--- config.mk ---
export PLATFORM = sky130hd
export DESIGN_NAME = ex_muldiv_ctrl_flat
export DESIGN_NICKNAME = d
export VERILOG_FILES = /design/src/rtl/ex_muldiv_ctrl_if.sv /design/src/rtl/ex_muldiv_ctrl.sv /design/src/flat_wrapper.sv
export SDC_FILE = /design/constraint.sdc
export NUM_CORES = 1
export LEC_CHECK = 0
export CAP_MARGIN = 20
export CORE_MARGIN = 3
export CORE_UTILIZATION = 28
export CTS_BUF_LIST = sky130_fd_sc_hd__clkbuf_16
export DETAILED_ROUTE_END_ITERATION = 10
export DONT_BUFFER_PORTS = 1
export PLACE_DENSITY_LB_ADDON = 0.05
export SETUP_SLACK_MARGIN = 0.05
export SYNTH_ARGS = -nofsm -noshare
export SYNTH_HDL_FRONTEND = slang
export SYNTH_SLANG_ARGS = --single-unit
export TNS_END_PERCENT = 5
--- constraint.sdc ---
create_clock -name clk -period 10.75 [get_ports clk]
set_input_delay 1.075 -clock clk [delete_from_list [all_inputs] [get_ports clk]]
set_output_delay 1.075 -clock clk [all_outputs]
set_load 0.01 [all_outputs]
--- src/rtl/ex_muldiv_ctrl_if.sv ---
// ex_muldiv_ctrl_if: execute-stage multiply/divide handshake and operand bus
interface ex_muldiv_ctrl_if;
  logic        StartE;
  logic [2:0]  MDOpE;
  logic [31:0] srcA;
  logic [31:0] srcB;
  logic        FlushE;
  logic        StallE;
  logic        MDDoneE;
  logic [31:0] MDResultE;
  modport master (output StartE, MDOpE, srcA, srcB, FlushE, input StallE, MDDoneE, MDResultE);
  modport slave  (input StartE, MDOpE, srcA, srcB, FlushE, output StallE, MDDoneE, MDResultE);
endinterface

--- src/rtl/ex_muldiv_ctrl.sv ---
// ex_muldiv_ctrl: iterative RV32M multiply/divide unit, 32 radix-2 steps; MULDIV_EARLY_OUT_EN enables early completion
module ex_muldiv_ctrl (
  input logic             clk,
  input logic             rst,
  ex_muldiv_ctrl_if.slave bus
);
  typedef enum logic [1:0] {IDLE, MUL, DIV, DONE} state_t;
  state_t      state_q, state_d;
  logic [4:0]  cnt_q, cnt_d;
  logic [31:0] x_q, x_d, y_q, y_d, m_q, m_d, res_q, res_d;
  logic [2:0]  op_q, op_d;
  logic        neg_q, neg_d;
  logic        sa, sb, busy;
  logic [31:0] ma, mb, x_n, y_n, dv, fin;
  logic [32:0] hs, sh, diff;
  logic [63:0] prod;
`ifdef MULDIV_EARLY_OUT_EN
  logic        early;
  logic [31:0] eo_res;
`endif
  // datapath: operand magnitudes, one shift-add or restoring-divide step, final sign fixup
  always_comb begin
    sa = bus.srcA[31] & (bus.MDOpE[2] ? ~bus.MDOpE[0] : bus.MDOpE[1] ^ bus.MDOpE[0]);
    sb = bus.srcB[31] & (bus.MDOpE[2] ? ~bus.MDOpE[0] : bus.MDOpE[1:0] == 2'd1);
    ma = sa ? -bus.srcA : bus.srcA;
    mb = sb ? -bus.srcB : bus.srcB;
    hs = {1'b0, x_q} + (y_q[0] ? {1'b0, m_q} : 33'd0);
    sh = {x_q, y_q[31]};
    diff = sh - {1'b0, m_q};
    x_n = state_q == MUL ? hs[32:1] : (diff[32] ? sh[31:0] : diff[31:0]);
    y_n = state_q == MUL ? {hs[0], y_q[31:1]} : {y_q[30:0], ~diff[32]};
    prod = neg_q ? -{x_n, y_n} : {x_n, y_n};
    dv = op_q[1] ? x_n : y_n;
    fin = op_q[2] ? (neg_q ? -dv : dv) : (op_q[1:0] == 2'd0 ? prod[31:0] : prod[63:32]);
`ifdef MULDIV_EARLY_OUT_EN
    early = bus.MDOpE[2] ? (bus.srcB == 32'd0 || (~bus.MDOpE[0] && bus.srcA == 32'h8000_0000 && bus.srcB == 32'hFFFF_FFFF))
                         : (bus.srcA == 32'd0 || bus.srcB == 32'd0);
    eo_res = ~bus.MDOpE[2] ? 32'd0 : bus.srcB == 32'd0 ? (bus.MDOpE[1] ? bus.srcA : 32'hFFFF_FFFF)
                                                       : (bus.MDOpE[1] ? 32'd0 : 32'h8000_0000);
`endif
  end
  // control FSM: accept, iterate, complete; flush abandons the op without touching the result
  always_comb begin
    state_d = state_q;
    cnt_d = cnt_q;
    x_d = x_q;
    y_d = y_q;
    m_d = m_q;
    op_d = op_q;
    neg_d = neg_q;
    res_d = res_q;
    busy = state_q == MUL || state_q == DIV;
    bus.StallE = ~bus.FlushE & (busy | (state_q == IDLE & bus.StartE));
    bus.MDDoneE = state_q == DONE;
    if (bus.FlushE) begin
      state_d = IDLE;
    end else if (busy) begin
      x_d = x_n;
      y_d = y_n;
      cnt_d = cnt_q - 5'd1;
      if (cnt_q == 5'd0) begin
        state_d = DONE;
        res_d = fin;
      end
    end else if (bus.StartE) begin
      op_d = bus.MDOpE;
      cnt_d = 5'd31;
      x_d = 32'd0;
      y_d = bus.MDOpE[2] ? ma : mb;
      m_d = bus.MDOpE[2] ? mb : ma;
      neg_d = bus.MDOpE[2] ? (bus.MDOpE[1] ? sa : (sa ^ sb) & (bus.srcB != 32'd0)) : sa ^ sb;
      state_d = bus.MDOpE[2] ? DIV : MUL;
`ifdef MULDIV_EARLY_OUT_EN
      if (early) begin
        state_d = DONE;
        res_d = eo_res;
      end
`endif
    end else begin
      state_d = IDLE;
    end
  end
  // state and datapath registers
  always_ff @(posedge clk) begin
    if (rst) begin
      state_q <= IDLE;
      cnt_q <= 5'd0;
      x_q <= 32'd0;
      y_q <= 32'd0;
      m_q <= 32'd0;
      op_q <= 3'd0;
      neg_q <= 1'b0;
      res_q <= 32'd0;
    end else begin
      state_q <= state_d;
      cnt_q <= cnt_d;
      x_q <= x_d;
      y_q <= y_d;
      m_q <= m_d;
      op_q <= op_d;
      neg_q <= neg_d;
      res_q <= res_d;
    end
  end
  assign bus.MDResultE = res_q;
endmodule
--- src/flat_wrapper.sv ---
// flat-port wrapper written by rule: the top's interface ports become plain ports
module ex_muldiv_ctrl_flat 
  (clk, rst, bus_StartE, bus_MDOpE, bus_srcA, bus_srcB, bus_FlushE, bus_StallE, bus_MDDoneE, bus_MDResultE);
  ex_muldiv_ctrl_if bus_i ();
  input logic clk;
  input logic rst;
  input wire logic [$bits(bus_i.StartE)-1:0] bus_StartE;
  input wire logic [$bits(bus_i.MDOpE)-1:0] bus_MDOpE;
  input wire logic [$bits(bus_i.srcA)-1:0] bus_srcA;
  input wire logic [$bits(bus_i.srcB)-1:0] bus_srcB;
  input wire logic [$bits(bus_i.FlushE)-1:0] bus_FlushE;
  output wire logic [$bits(bus_i.StallE)-1:0] bus_StallE;
  output wire logic [$bits(bus_i.MDDoneE)-1:0] bus_MDDoneE;
  output wire logic [$bits(bus_i.MDResultE)-1:0] bus_MDResultE;
  assign bus_i.StartE = bus_StartE;
  assign bus_i.MDOpE = bus_MDOpE;
  assign bus_i.srcA = bus_srcA;
  assign bus_i.srcB = bus_srcB;
  assign bus_i.FlushE = bus_FlushE;
  assign bus_StallE = bus_i.StallE;
  assign bus_MDDoneE = bus_i.MDDoneE;
  assign bus_MDResultE = bus_i.MDResultE;
  ex_muldiv_ctrl u_core (.clk(clk), .rst(rst), .bus(bus_i));
endmodule
After elaboration in Yosys (flattened, before gate mapping)
Cells that the tools add are included.
{ "totals": {"register_bits": 139, "inputBits": 71, "output_inout_bits": 34, "word_cells": 69} }
{ "classes": {"n_addsub": 7, "eq_ne": 5, "mux": 27, "bitwise": 12, "reduce_logical": 10} }
{ "op_table": {"columns": ["operator", "n"], "rows": [
  ["$mux W32", 16],
  ["$neg A32 Y32", 3],
  ["$mux W64", 1],
  ["$neg A64 Y64", 1],
  ["$add A32 B33 Y33", 1],
  ["$sub A33 B32 Y33", 1],
  ["$reduce_bool A32 Y1", 1],
  ["$mux W5", 2],
  ["$mux W2", 4],
  ["$reduce_and A3 Y1", 2],
  ["$and A1 B1 Y1", 5],
  ["$logic_not A5 Y1", 1],
  ["$sub A5 B1 Y5 const B", 1],
  ["$eq A2 B1 Y1 const B", 2],
  ["$eq A2 B2 Y1 const B", 2],
  ["$logic_not A2 Y1", 2],
  ["$mux W1", 4],
  ["$not A1 Y1", 4],
  ["$ne A2 B2 Y1 const B", 1],
  ["$reduce_and A2 Y1", 1],
  ["$reduce_bool A2 Y1", 1],
  ["$reduce_or A2 Y1", 1],
  ["$xor A1 B1 Y1", 2],
  ["$logic_or A1 B1 Y1", 1],
  ["$or A1 B1 Y1", 1]
]} }

Logic depth before layout (Yosys ltp)
{ "logic_depth": {"depth_word": 7, "ltp_mapped": 24, "mapped_depth_nobuf": 23} }

Worst setup path before layout
Ideal clock, no wire load.
{ "synth_path": {"path_kind": "register to register", "startpoint": "register u_core.y_q[31]", "endpoint": "register u_core.res_q[28], in the netlist u_core.bus.MDResultE[28]", "setup_time_ps": 122, "arrival_time_ps": 5351, "required_time_ps": 10628, "slack_ps": 5277, "stages_incl_launch_ff": 24, "path_buffers": 5, "period_less_slack_ps": 5473, "cell_sequence": "dfxtp_1 -> inv_1 -> ha_1 -> fa_1 -> nor2b_1 -> o211a_1 -> o21ai_1 -> a211oi_2 -> o211a_1 -> buf_6 -> buf_8 -> buf_2 -> buf_1 -> mux2i_1 -> mux2i_1 -> mux2i_1 -> ha_1 -> nand2b_1 -> or4_1 -> buf_2 -> or4_4 -> o21ai_1 -> xor2_1 -> a221o_1"} }
{ "synth_via": {"elab_chain_cells": 7, "elab_cells_between_ends": 12, "cone_classes": "add/sub (3); mux (8); bitwise (1)"} }
{ "synth_rtl": {"columns": ["item", "line_no", "text"], "rows": [
  ["start: declaration", "ex_muldiv_ctrl.sv:10", "logic [31:0] x_q, x_d, y_q, y_d, m_q, m_d, res_q, res_d;"],
  ["start signal: assignment", "ex_muldiv_ctrl.sv:98", "y_q <= y_d;"],
  ["$sub A33 B32 Y33", "ex_muldiv_ctrl.sv:29", "diff = sh - {1'b0, m_q};"],
  ["$mux W32 / $not A1 Y1 (equally long branches)", "ex_muldiv_ctrl.sv:30, ex_muldiv_ctrl.sv:31", null],
  ["$mux W32 (on tied branches)", "ex_muldiv_ctrl.sv:30, ex_muldiv_ctrl.sv:31", null],
  ["$neg A64 Y64 / $mux W32 (equally long branches)", "ex_muldiv_ctrl.sv:32, ex_muldiv_ctrl.sv:33", null],
  ["$mux W64 / $neg A32 Y32 (equally long branches)", "ex_muldiv_ctrl.sv:32, ex_muldiv_ctrl.sv:34", null],
  ["$mux W32", "ex_muldiv_ctrl.sv:34", "fin = op_q[2] ? (neg_q ? -dv : dv) : (op_q[1:0] == 2'd0 ? prod[31:0] : prod[63:32]);"],
  ["$mux W32 (*)", "ex_muldiv_ctrl.sv:34", null],
  ["end signal: assignment", "ex_muldiv_ctrl.sv:102", "res_q <= res_d;"],
  ["end: declaration", "ex_muldiv_ctrl.sv:10", null]
]} }
Mark *: on every way between the ends. The rest lies on a longest branch, timed or not.
A chain may end at the register's enable or synchronous reset.

Worst setup path in the final report
{ "layout_path": {"startpoint": "register u_core.m_q[23]", "endpoint": "register u_core.res_q[30], in the netlist u_core.bus.MDResultE[30]"} }
{ "layout_via": {"elab_chain_cells": 7, "elab_cells_between_ends": 14, "cone_classes": "add/sub (4); mux (9); bitwise (1)"} }
{ "layout_rtl": {"columns": ["item", "line_no", "text"], "rows": [
  ["start: declaration", "ex_muldiv_ctrl.sv:10", null],
  ["start signal: assignment", "ex_muldiv_ctrl.sv:99", "m_q <= m_d;"],
  ["$sub A33 B32 Y33 / $mux W32 (equally long branches)", "ex_muldiv_ctrl.sv:29, ex_muldiv_ctrl.sv:27", null],
  ["$mux W32 (tied with other cells)", "ex_muldiv_ctrl.sv:30", "x_n = state_q == MUL ? hs[32:1] : (diff[32] ? sh[31:0] : diff[31:0]);"],
  ["$mux W32 (on tied branches)", "ex_muldiv_ctrl.sv:30, ex_muldiv_ctrl.sv:31", null],
  ["$neg A64 Y64 / $mux W32 (equally long branches)", "ex_muldiv_ctrl.sv:32, ex_muldiv_ctrl.sv:33", null],
  ["$mux W64 / $neg A32 Y32 (equally long branches)", "ex_muldiv_ctrl.sv:32, ex_muldiv_ctrl.sv:34", null],
  ["$mux W32", "ex_muldiv_ctrl.sv:34", null],
  ["$mux W32 (*)", "ex_muldiv_ctrl.sv:34", null]
]} }
Marked as above.

==> results.txt <==
status - finished, final reports clean
TNS Setup - 0 ps
Initial DRC Count - 1700
die area - 62700 sq um
HP Class - reg2reg
Synth Area in XOR/XNOR - 6.70%
Syn Std Cell Area - 16700 sq um
period utilization - 66.9%
Final Power - 2.52 mW
Max Cap Viol - 0
synthesis warning total - 0
Clock Skew - 23.8 ps
Post-Route WL - 82200 um
RePlAce Congestion - 0.901
vias in the first global route - 17300
Final Hold Fails - 0
share of post-route cells with drive strength above 1 - 7.21%
Synth Area in Simple Gates - 28.0%
Place WS - 3770 ps
Clock Pin Slew Worst Setup and Hold Paths - 70 ps
postcts setup bufs - 0
global-route total usage across every layer - 25.5%
mux cell area share after synthesis - 5.52%
post_cts resized - 0
syn avg cell area - 6.91 sq um
WP data arrival - 7610 ps
CTS Root Cell - clkbuf_16
routed vias/inst - 5.99
EDFF count, synth - 0
Clock Tree Buf Depth - 2
initial antenna violation count - 2
post-synthesis adder-cell area fraction - 5.77%
Avg WL per Cell - 26.6 um
DP Cell Count - 3058
slew margin rel. - 23.6%
Die W - 250 um
Post-Syn Instances - 2421
drt first pass iters - 6
unrepaired setup endpoints after global routing - false
height of the die - 250 um
core area - 58400 sq um
critical path launch point type - register
Ports - 105
Placement Cell Area - 17300 sq um
Seq cells post-synth - 139
setup ws final - 3560 ps
IO buf count - 0
post-route cell area - 18000 sq um
# hold bufs at CTS - 0
# clock sinks - 139
first-pass GRT wire length - 119000 um
minimum clock period after layout - 7190 ps
predominant post-synthesis flop cell - dfxtp_1
number of distinct library cells after synthesis - 102
largest net degree at the start of global routing - 134
Clock Latency Late Sink - 510 ps
PD cells - 140 nW/um^2
CP Class - reg2reg
Leakage - 6.68 nW
worst vdd ir - 0.130 mV
Area Overhead vs Synth - 7.47%
Starting Density - 28.7%
post-route ant nets - 0
number of max-slew violations in the final report - 0
Post-route DRC - 0
Worst setup EP type - register
hpwl dp - 64000 um
Final setup viols - 0
gr ovfl total - 0
CP Max Fanout - 13
CP required - 11180 ps
via count - 18500
sequential fraction of the synthesis area - 16.6%
cts bufs inserted - 17
worst slew pin tran - 1140 ps
H-tree lvl count - 4
r2r setup slk - 3560 ps
Cell Count, Final, Fillers Out - 3096
fraction of the mapped netlist area in compound gates - 31.8%
maximum clock rate - 0.139 GHz
asr flop ratio synth - 0%
Net Count, Synth - 2568
CTS tree - built
FP Rows - 88
Total Nets Final - 2464
largest family of logic cells by synthesized area - compound AO/OA/AOI/OAI gates
==> kinds of logic (layout without fill, tap and decap cells) <==
family                   count (synthesis)  in the layout
other                                    0              1
buffers and inverters                  232            141
adder cells (fa/ha/maj)                 76             76
flip-flops                             139            139
XOR/XNOR                               128            128
AND/OR/NAND/NOR                        968            968
AO/OA/AOI/OAI                          791            791
multiplexers                            87             87
==> cells in the final DEF (no fill, tap or decap), types with 13 or more instances in the layout <==
cell type    n
a21o_1      25
nand3_1     68
nand4_1     42
mux2i_1     49
o21a_1      25
a31oi_1     31
a21oi_1    232
and2_1      48
xor2_1      64
and3_1      22
a22oi_1     36
a221oi_1    13
nand2_1    246
or3_1       33
dfxtp_1    137
ha_1        73
o211ai_1    35
nor4_1      28
inv_1       70
nand2b_1    20
clkbuf_16   17
buf_4       35
nor2_1     298
mux2_2      36
nor3_1      65
a211oi_1    49
nor2b_1     19
a222oi_1    17
o31ai_1     29
o21ai_0    133
xnor2_1     64
==> critical path, cell delays in order, from the launching register on <==
cell	delay (ps)
dfxtp_1	350
inv_1	50
ha_1	440
a21oi_2	310
o21ai_2	90
a211o_1	290
or4_1	570
o2111ai_1	720
nand2_1	260
inv_1	120
ha_1	210
o21ai_0	220
or4_1	580
or2_1	290
nor4_1	470
nand2_1	240
a2111oi_1	520
and3_1	410
nand4_1	230
nor4b_1	290
o21ai_0	110
a31o_1	250
o211ai_1	80
==> routing by layer <==
metal,track usage [%],wire (um)
met1,33.4,37000
met2,39.5,36200
met3,5.91,4900
met4,12.2,4050
met5,0,0
==> through the flow <==
step	util (%)	hold slack, ps
floorplan	-	440
global placement	29.7	451
detailed placement	29.7	466
CTS	30.7	476
global route	30.8	496
finish	30.8	480
==> flip-flops by register name (all words and copies together) (netlist names) <==
| name | cells |
|---|---|
| u_core.x_q | 32 |
| u_core.neg_q | 1 |
| u_core.cnt_q | 5 |
| u_core.y_q | 32 |
| u_core.op_q | 3 |
| u_core.state_q | 2 |
| u_core.m_q | 32 |
| u_core.bus.MDResultE | 32 |
==> worst paths after layout <==
check	cells after the start	to	startpoint
max	22	u_core.bus.MDResultE[30]	u_core.m_q[23]
min	2	u_core.m_q[29]	u_core.m_q[29]
max reg2reg	22	u_core.bus.MDResultE[30]	u_core.m_q[23]
min reg2reg	2	u_core.m_q[29]	u_core.m_q[29]
==> cell usage after synthesis, drive strengths merged (33+ instances only) <==
master | number | area share [%]
a211oi | 51 | 2.4
o21ai | 148 | 4.5
a21oi | 237 | 7.3
or3 | 33 | 1.2
buf | 46 | 1.5
nand2 | 246 | 5.5
a22oi | 36 | 1.6
xor2 | 64 | 3.3
and2 | 48 | 1.8
ha | 74 | 5.5
nor2 | 300 | 6.7
dfxtp | 139 | 17
mux2 | 36 | 2.4
nor3 | 66 | 2.0
o211ai | 37 | 1.7
mux2i | 51 | 3.1
xnor2 | 64 | 3.3
clkbuf | 117 | 2.6
inv | 68 | 1.5
nand4 | 42 | 1.6
nand3 | 69 | 2.1
==> power breakdown <==
group          switching [mW]  internal, mW
clock                   0.285         0.388
combinational           0.875         0.403
sequential             0.0326         0.540
==> final cells by class <==
cell class,instances,area (sq um)
Tap cell,765,957
Multi-Input combinational cell,2050,13100
Sequential cell,139,2790
Fill cell,6466,40400
Antenna cell,1,2.50
Inverter,69,259
Timing Repair Buffer,40,303
Clock inverter,15,199
Clock buffer,17,425
Note: power is estimated with default switching activity, not from simulation.
